`config.mk`:
```
export PLATFORM = sky130hd
export DESIGN_NAME = pc_redirect_unit
export DESIGN_NICKNAME = d
export VERILOG_FILES = /design/src/rtl/pc_redirect_unit.sv
export SDC_FILE = /design/constraint.sdc
export NUM_CORES = 1
export LEC_CHECK = 0
export CAP_MARGIN = 25
export CORE_MARGIN = 1.5
export CORE_UTILIZATION = 44
export DETAILED_ROUTE_END_ITERATION = 8
export PLACE_DENSITY = 0.79
export SETUP_SLACK_MARGIN = 0.02
export SYNTH_ARGS = -nofsm -noshare
export SYNTH_HDL_FRONTEND = slang
export SYNTH_SLANG_ARGS = --single-unit
export TNS_END_PERCENT = 1
```
`constraint.sdc`:
```
create_clock -name clk -period 3.59 [get_ports clk]
set_clock_uncertainty 0.1 [all_clocks]
set_input_delay 0.5385 -clock clk [delete_from_list [all_inputs] [get_ports clk]]
set_output_delay 0.5385 -clock clk [all_outputs]
set_load 0.02 [all_outputs]
```
`src/rtl/pc_redirect_unit.sv`:
```
// pc_redirect_unit
// Fetch-stage program-counter unit for the 64-bit pipelined ARM core.
// Selects the next fetch address: sequential, PC-relative branch, or register target.
// Drives the fetch address and the IF/ID pipeline register.
// Handles stall, redirect squash, optional post-redirect bubble cycles and halt.
// Optional feature macro: PC_MISALIGN_TRAP_EN. When defined, a redirect to a
// non-word-aligned target halts the unit and raises the sticky 'misalign' output.

module pc_redirect_unit #(
  parameter logic [63:0] RESET_PC     = 64'h0,
  parameter int unsigned FLUSH_CYCLES = 0      // bubbles after a redirect, 0..15
) (
  input  logic        clk,
  input  logic        reset,
  input  logic        stall,
  input  logic        br_taken,
  input  logic [63:0] br_pc,
  input  logic [63:0] br_offset_sh,
  input  logic        br_reg,
  input  logic [63:0] br_reg_target,
  input  logic        halt,
  output logic [63:0] pc,
  output logic [63:0] if_id_pc,
  output logic [63:0] if_id_pc_plus4,
  output logic        if_id_valid,
  output logic        squash,
`ifdef PC_MISALIGN_TRAP_EN
  output logic        misalign,
`endif
  output logic        halted
);

  typedef enum logic [1:0] {
    ST_RUN   = 2'd0,
    ST_FLUSH = 2'd1,
    ST_HALT  = 2'd2
  } state_t;

  localparam logic [3:0] FLUSH_LOAD = 4'(FLUSH_CYCLES);

  state_t      state;
  logic [3:0]  flush_cnt;
  logic [63:0] br_target;
  logic [63:0] pc_plus4;
  logic        target_misaligned;

  // Branch target and sequential successor; plain modulo-2^64 adds.
  always_comb begin
    br_target = br_reg ? br_reg_target : (br_pc + br_offset_sh);
    pc_plus4  = pc + 64'd4;
  end

`ifdef PC_MISALIGN_TRAP_EN
  assign target_misaligned = |br_target[1:0];
`else
  assign target_misaligned = 1'b0;
`endif

  // PC, IF/ID register and the RUN/FLUSH/HALT state machine, all registered.
  // NOTE: every register here is updated with non-blocking assignments so that
  // reads of pc/state within this block see the pre-edge value, as hardware does.
  always_ff @(posedge clk) begin
    if (reset) begin
      // NOTE: reset is synchronous and overrides every other input in every state;
      // all state, including the IF/ID payload, gets a defined value.
      state          <= ST_RUN;
      flush_cnt      <= 4'd0;
      pc             <= RESET_PC;
      if_id_pc       <= 64'd0;
      if_id_pc_plus4 <= 64'd0;
      if_id_valid    <= 1'b0;
      squash         <= 1'b0;
      halted         <= 1'b0;
`ifdef PC_MISALIGN_TRAP_EN
      misalign       <= 1'b0;
`endif
    end else begin
      case (state)
        ST_RUN, ST_FLUSH: begin
          if (br_taken) begin
            if_id_valid <= 1'b0;
            if (target_misaligned) begin
              // Trap: the bad target is never fetched; pc keeps its old value.
              squash <= 1'b0;
              halted <= 1'b1;
              state  <= ST_HALT;
`ifdef PC_MISALIGN_TRAP_EN
              misalign <= 1'b1;
`endif
            end else begin
              // Redirect wins over halt and stall; (re)start the bubble window.
              pc     <= br_target;
              squash <= 1'b1;
              if (FLUSH_CYCLES > 0) begin
                state     <= ST_FLUSH;
                flush_cnt <= FLUSH_LOAD;
              end else begin
                state <= ST_RUN;
              end
            end
          end else if (halt) begin
            state       <= ST_HALT;
            halted      <= 1'b1;
            if_id_valid <= 1'b0;
            squash      <= 1'b0;
          end else if (state == ST_FLUSH) begin
            // Bubble cycle: pc held; stall freezes the countdown.
            if_id_valid <= 1'b0;
            squash      <= 1'b0;
            if (!stall) begin
              flush_cnt <= flush_cnt - 4'd1;
              if (flush_cnt <= 4'd1) begin
                state <= ST_RUN;
              end
            end
          end else if (stall) begin
            squash <= 1'b0;
          end else begin
            pc             <= pc_plus4;
            if_id_pc       <= pc;
            if_id_pc_plus4 <= pc_plus4;
            if_id_valid    <= 1'b1;
            squash         <= 1'b0;
          end
        end

        ST_HALT: begin
          // Only reset leaves HALT; pc and IF/ID payload stay frozen.
          if_id_valid <= 1'b0;
          squash      <= 1'b0;
          halted      <= 1'b1;
        end

        default: begin
          state       <= ST_HALT;
          halted      <= 1'b1;
          if_id_valid <= 1'b0;
          squash      <= 1'b0;
        end
      endcase
    end
  end

endmodule

```
* After elaboration in Yosys (flattened, before gate mapping)
Cells that the tools add are included.
Word-level totals: flip-flop bits (word level) 201, input bits 198, output and inout port bits 195, word-level logic and storage cells 52
Operators by class: add/sub/neg operators 3, magnitude comparators 1, equality and inequality tests 10, mux-type cells 15, bitwise logic cells 6, reduce and logical (&&, ||, !) cells 9
Operator list (number):
- $mux W64 | 5
- $add A64 B3 Y64 const B | 1
- $add A64 B64 Y64 | 1
- $ne A4 B4 Y1 const B | 3
- $mux W2 | 5
- $reduce_and A5 Y1 | 2
- $ne A2 B2 Y1 const B | 4
- $reduce_and A4 Y1 | 2
- $not A1 Y1 | 6
- $reduce_or A5 Y1 | 1
- $le A4 B1 Y1 const B | 1
- $mux W1 | 4
- $pmux W2 S2 | 1
- $reduce_or A2 Y1 | 2
- $sub A4 B1 Y4 const B | 1
- $eq A2 B1 Y1 const B | 1
- $eq A2 B2 Y1 const B | 1
- $logic_not A2 Y1 | 1
- $ne A2 B1 Y1 const B | 1
- $reduce_and A2 Y1 | 1

* Longest topological paths before layout
depth after elaboration 7, gate-level depth with buffers 12, gate-level depth less buffers 12

* Worst setup path before layout
No wires, ideal clock.
path type input-to-reg, start input port br_pc[0], end register pc[62], library setup time 0.101 ns, arrival 3.291 ns, data required time 3.389 ns, setup slack 0.098 ns, cell stages on the path 12, path buffers 0, cell sequence ha_1 -> fa_1 -> a21o_1 -> a221o_1 -> and3_1 -> o21a_1 -> o2111ai_1 -> and2_1 -> o21ai_0 -> a311o_1 -> xnor2_1 -> o41ai_1
Between the ends: cells in the longest elaborated chain, start to end 3
Ends and longest elaborated chain:
- start: declaration | RTL line 17 | input logic [63:0] br_pc,
- $add A64 B64 Y64 | RTL line 49 | br_target = br_reg ? br_reg_target : (br_pc + br_offset_sh);
- $mux W64 | RTL line 49
- $mux W64 | RTL line 80 | if (br_taken) begin
- end signal: assignment | RTL line 92 | pc <= br_target;
- end signal: assignment | RTL line 119 | pc <= pc_plus4;
- end: declaration | RTL line 22 | output logic [63:0] pc,
No other way between the ends. A chain may end at the register's enable or synchronous reset.

* Worst setup path in the final report
start input port br_pc[0], end register pc[60]
Same word-level chain as after synthesis.

==> results <==
==> kinds of logic (layout without fill, tap and decap cells) <==
kind of cell / after synthesis / count (layout) / synth area share
AND/OR/NAND/NOR: 646 / 646 / 0.2253
AO/OA/AOI/OAI: 573 / 573 / 0.2806
flip-flops: 194 / 194 / 0.2990
buffers and inverters: 167 / 663 / 0.05095
XOR/XNOR: 113 / 113 / 0.07619
adder cells (fa/ha/maj): 65 / 65 / 0.06319
multiplexers: 6 / 6 / 0.004816
other: 0 / 3 / 0
==> Yosys cell counts, types with 11 or more instances <==
| master | instances |
|---|---|
| a221oi_1 | 11 |
| ha_1 | 64 |
| o21bai_1 | 15 |
| and2_1 | 13 |
| nand4_1 | 31 |
| nor2_1 | 184 |
| and3_1 | 28 |
| a21oi_1 | 202 |
| a211oi_1 | 75 |
| a21o_1 | 36 |
| xnor2_1 | 66 |
| clkbuf_1 | 115 |
| a31oi_1 | 16 |
| nand3_1 | 40 |
| dfxtp_1 | 194 |
| o21ai_0 | 104 |
| nor3_1 | 29 |
| nand2_1 | 260 |
| inv_1 | 30 |
| o211ai_1 | 20 |
| xor2_1 | 47 |
==> power by group through the flow <==
| stage | sequential (W) | combinational [W] | clock [W] |
|---|---|---|---|
| after global routing | 0.00240 | 0.00252 | 0.00208 |
| after CTS | 0.00239 | 0.00229 | 0.00198 |
| after detailed placement | 0.00243 | 0.00227 | 0 |
| after global placement | 0.00243 | 0.00225 | 0 |
| final | 0.00239 | 0.00237 | 0.00197 |
| after floorplan | 0.00253 | 0.00102 | 0 |
==> worst max-delay path, cell delays in order <==
cell	delay (ns)
clkdlybuf4s50_1	0.47
ha_2	0.20
fa_2	0.21
a21o_1	0.17
a221o_1	0.19
and3_4	0.21
o31ai_2	0.07
o31a_1	0.28
o41a_1	0.41
o41ai_2	0.39
xnor2_1	0.19
a21oi_1	0.09
a221o_1	0.30
==> flip-flops by register name, summed over array words and instances (netlist names) <==
name / cells
if_id_pc_plus4: 62
if_id_pc: 64
squash: 1
pc: 64
if_id_valid: 1
halted: 1
state: 1
==> worst min path at each step <==
| stage | to | startpoint | slack, ns | cells after the start |
|---|---|---|---|---|
| finish | halted | halted | 0.35 | 2 |
| global route | halted | halted | 0.37 | 2 |
| CTS | halted | halted | 0.35 | 2 |
| detailed placement | halted | halted | 0.34 | 2 |
| global placement | halted | halted | 0.33 | 2 |
| floorplan | if_id_pc[0] | pc[0] | 0.35 | 2 |
==> per-layer routing <==
metal | vias up | track usage | part of all wire
li1 | 7303 | - | -
met1 | 7208 | 0.4836 | 0.43
met2 | 890 | 0.5299 | 0.44
met3 | 106 | 0.05875 | 0.10
met4 | 2 | 0.1072 | 0.029
met5 | - | 0 | 0.00022
==> repair_timing <==
item,4_1_cts,5_1_grt
pin swaps,6,12
endpoints found under the setup margin,6,15
gates resized for setup,3,19
setup buffers,2,5
==> cell type report <==
| type | instances | area [sq um] |
|---|---|---|
| Antenna cell | 3 | 7.507 |
| Clock buffer | 19 | 442.9 |
| Clock inverter | 13 | 158.9 |
| Fill cell | 2567 | 9711 |
| Inverter | 31 | 116.4 |
| Multi-Input combinational cell | 1403 | 8531 |
| Sequential cell | 194 | 3884 |
| Tap cell | 384 | 480.5 |
| Timing Repair Buffer | 600 | 5527 |
==> metrics by stage <==
stage	setup WS (ns)	TNS [ns]
3_5_place_dp	-0.5303	-11.05
6_report	0.1064	0
2_1_floorplan	0.09819	0
3_3_place_gp	-0.4627	-8.522
5_1_grt	-0.03259	-0.03332
4_1_cts	0.005143	0
==> summary.txt <==
Status
  – Outcome: complete, no violations

Job
  – Max Cap Viol: 0

Clock network
  – Clk slew on worst S/H paths: 0.07 ns
  – CTS root buffer: clkbuf_16
  – CTS HTree Levels: 4
  – CTS tree: built
  – CTS Sinks: 194
  – Num CTS Buffers: 17
  – # hold bufs at CTS: 0
  – Clock tree buffer depth: 2
  – Clk_lat worst skew: 0.44 ns

Detailed routing
  – Vias: 15.51k
  – Avg Vias per Cell: 5.859
  – DR WL/cell: 20.29 um
  – DR iter-0 viols: 1656
  – Post-Route WL: 53710 um
  – DRC: 0
  – Post-DRT Antenna Nets: 0
  – Pre-Repair DR Iteration Count: 5

Cells and area
  – Most frequent cells in the layout: clkdlybuf4s50_1 (389), nand2_1 (259), buf_4 (204)
  – Final std cells w/o fill: 2647
  – Fin util: 0.6635
  – Final instance area: 0.01915 sq mm
  – Layout area overhead: 47.40%
  – Layout cell share with drive strength beyond 1: 0.1261
  – Fin nets: 2510
  – Commonest non-fill, non-tap cell in the layout: clkdlybuf4s50_1

Global routing
  – Pin count of the biggest net entering global routing: 87
  – Initial antenna violation count: 4
  – Total track usage: 0.3425
  – First-pass GRT wire length: 82810 um
  – Gr ovfl total: 0
  – Vias in the first global route: 14.59k

Power and ir drop
  – Final Power: 0.006728 W
  – Clk pwr share: 0.293
  – Power density over cell area: 351.4 mW/mm^2
  – Switching Fraction: 0.3343
  – Peak supply drop: 0.2735 mV
  – Internal power: 0.004479 W
  – Lkg Pwr: 7.306 nW
  – Net Switching: 0.002249 W
  – Combinational group share of total power: 0.352
  – Reg power frac: 0.355

Floorplan
  – Die width: 174.8 um
  – Std cell rows: 62
  – Core area: 0.02886 sq mm
  – Die ar.: 0.03056 sq mm
  – Top Ports: 393
  – Die H: 174.8 um
  – Initial Utilization: 0.4501

Logic synthesis
  – Number of synthesized flops with an enable pin: 0
  – Synth area leaders: dfxtp_1 (30%), a21oi_1 (7.8%), nand2_1 (7.5%)
  – FFs w/ async S/R, synth: 0
  – Dominant synthesized flop cell: dfxtp_1
  – Synth top area share: 0.2990
  – Post-synth design cell area: 0.01299 sq mm
  – Area leader, netlist: dfxtp_1
  – #FFs+latches synth: 194
  – Syn_nets: 2027
  – Distinct cell type count after synthesis: 77
  – Cells after Synth: 1764
  – Yosys warns: 0
  – Sequential area share after synthesis: 0.2990
  – Syn_area_per_cell: 7.364 sq um

Critical path
  – Flop2flop setup slack: 0.47 ns
  – Worst reg2reg endpoint: pc[39]
  – Worst r2r src: pc[14]
  – Worst Path Max Fanout: 3
  – Critical path origin: br_pc[0]
  – CP required: 3.82 ns
  – Worst Setup EP: pc[60]
  – Crit start category: input pin
  – Critical path arrival: 3.72 ns
  – Critical path class: input pin to register
  – Reg2Reg Depth: 9
  – CP Capture Type: register

Placed design
  – Cell Area, Placed: 0.01842 sq mm
  – Cell total after placement: 2605
  – Global placement routability congestion: 0.9443
  – DP HPWL: 42010 um
  – Buffers on Ports: 392

STA
  – Min Tclk post-route: 3.484 ns
  – Worst slew pin tran: 0.8769 ns
  – Final Hold Viols: 0
  – Max_slew headroom: 0.4154
  – Fin Hold WS: 0.3499 ns
  – Final slew viol count: 0
  – Final setup violation count: 0
  – RSZ-0062 raised after global routing: yes
  – Final period util: 0.9704
  – Fmax: 0.2871 GHz

Min path
  – HP Class: register to register
Power figures use the tool's default switching activity.
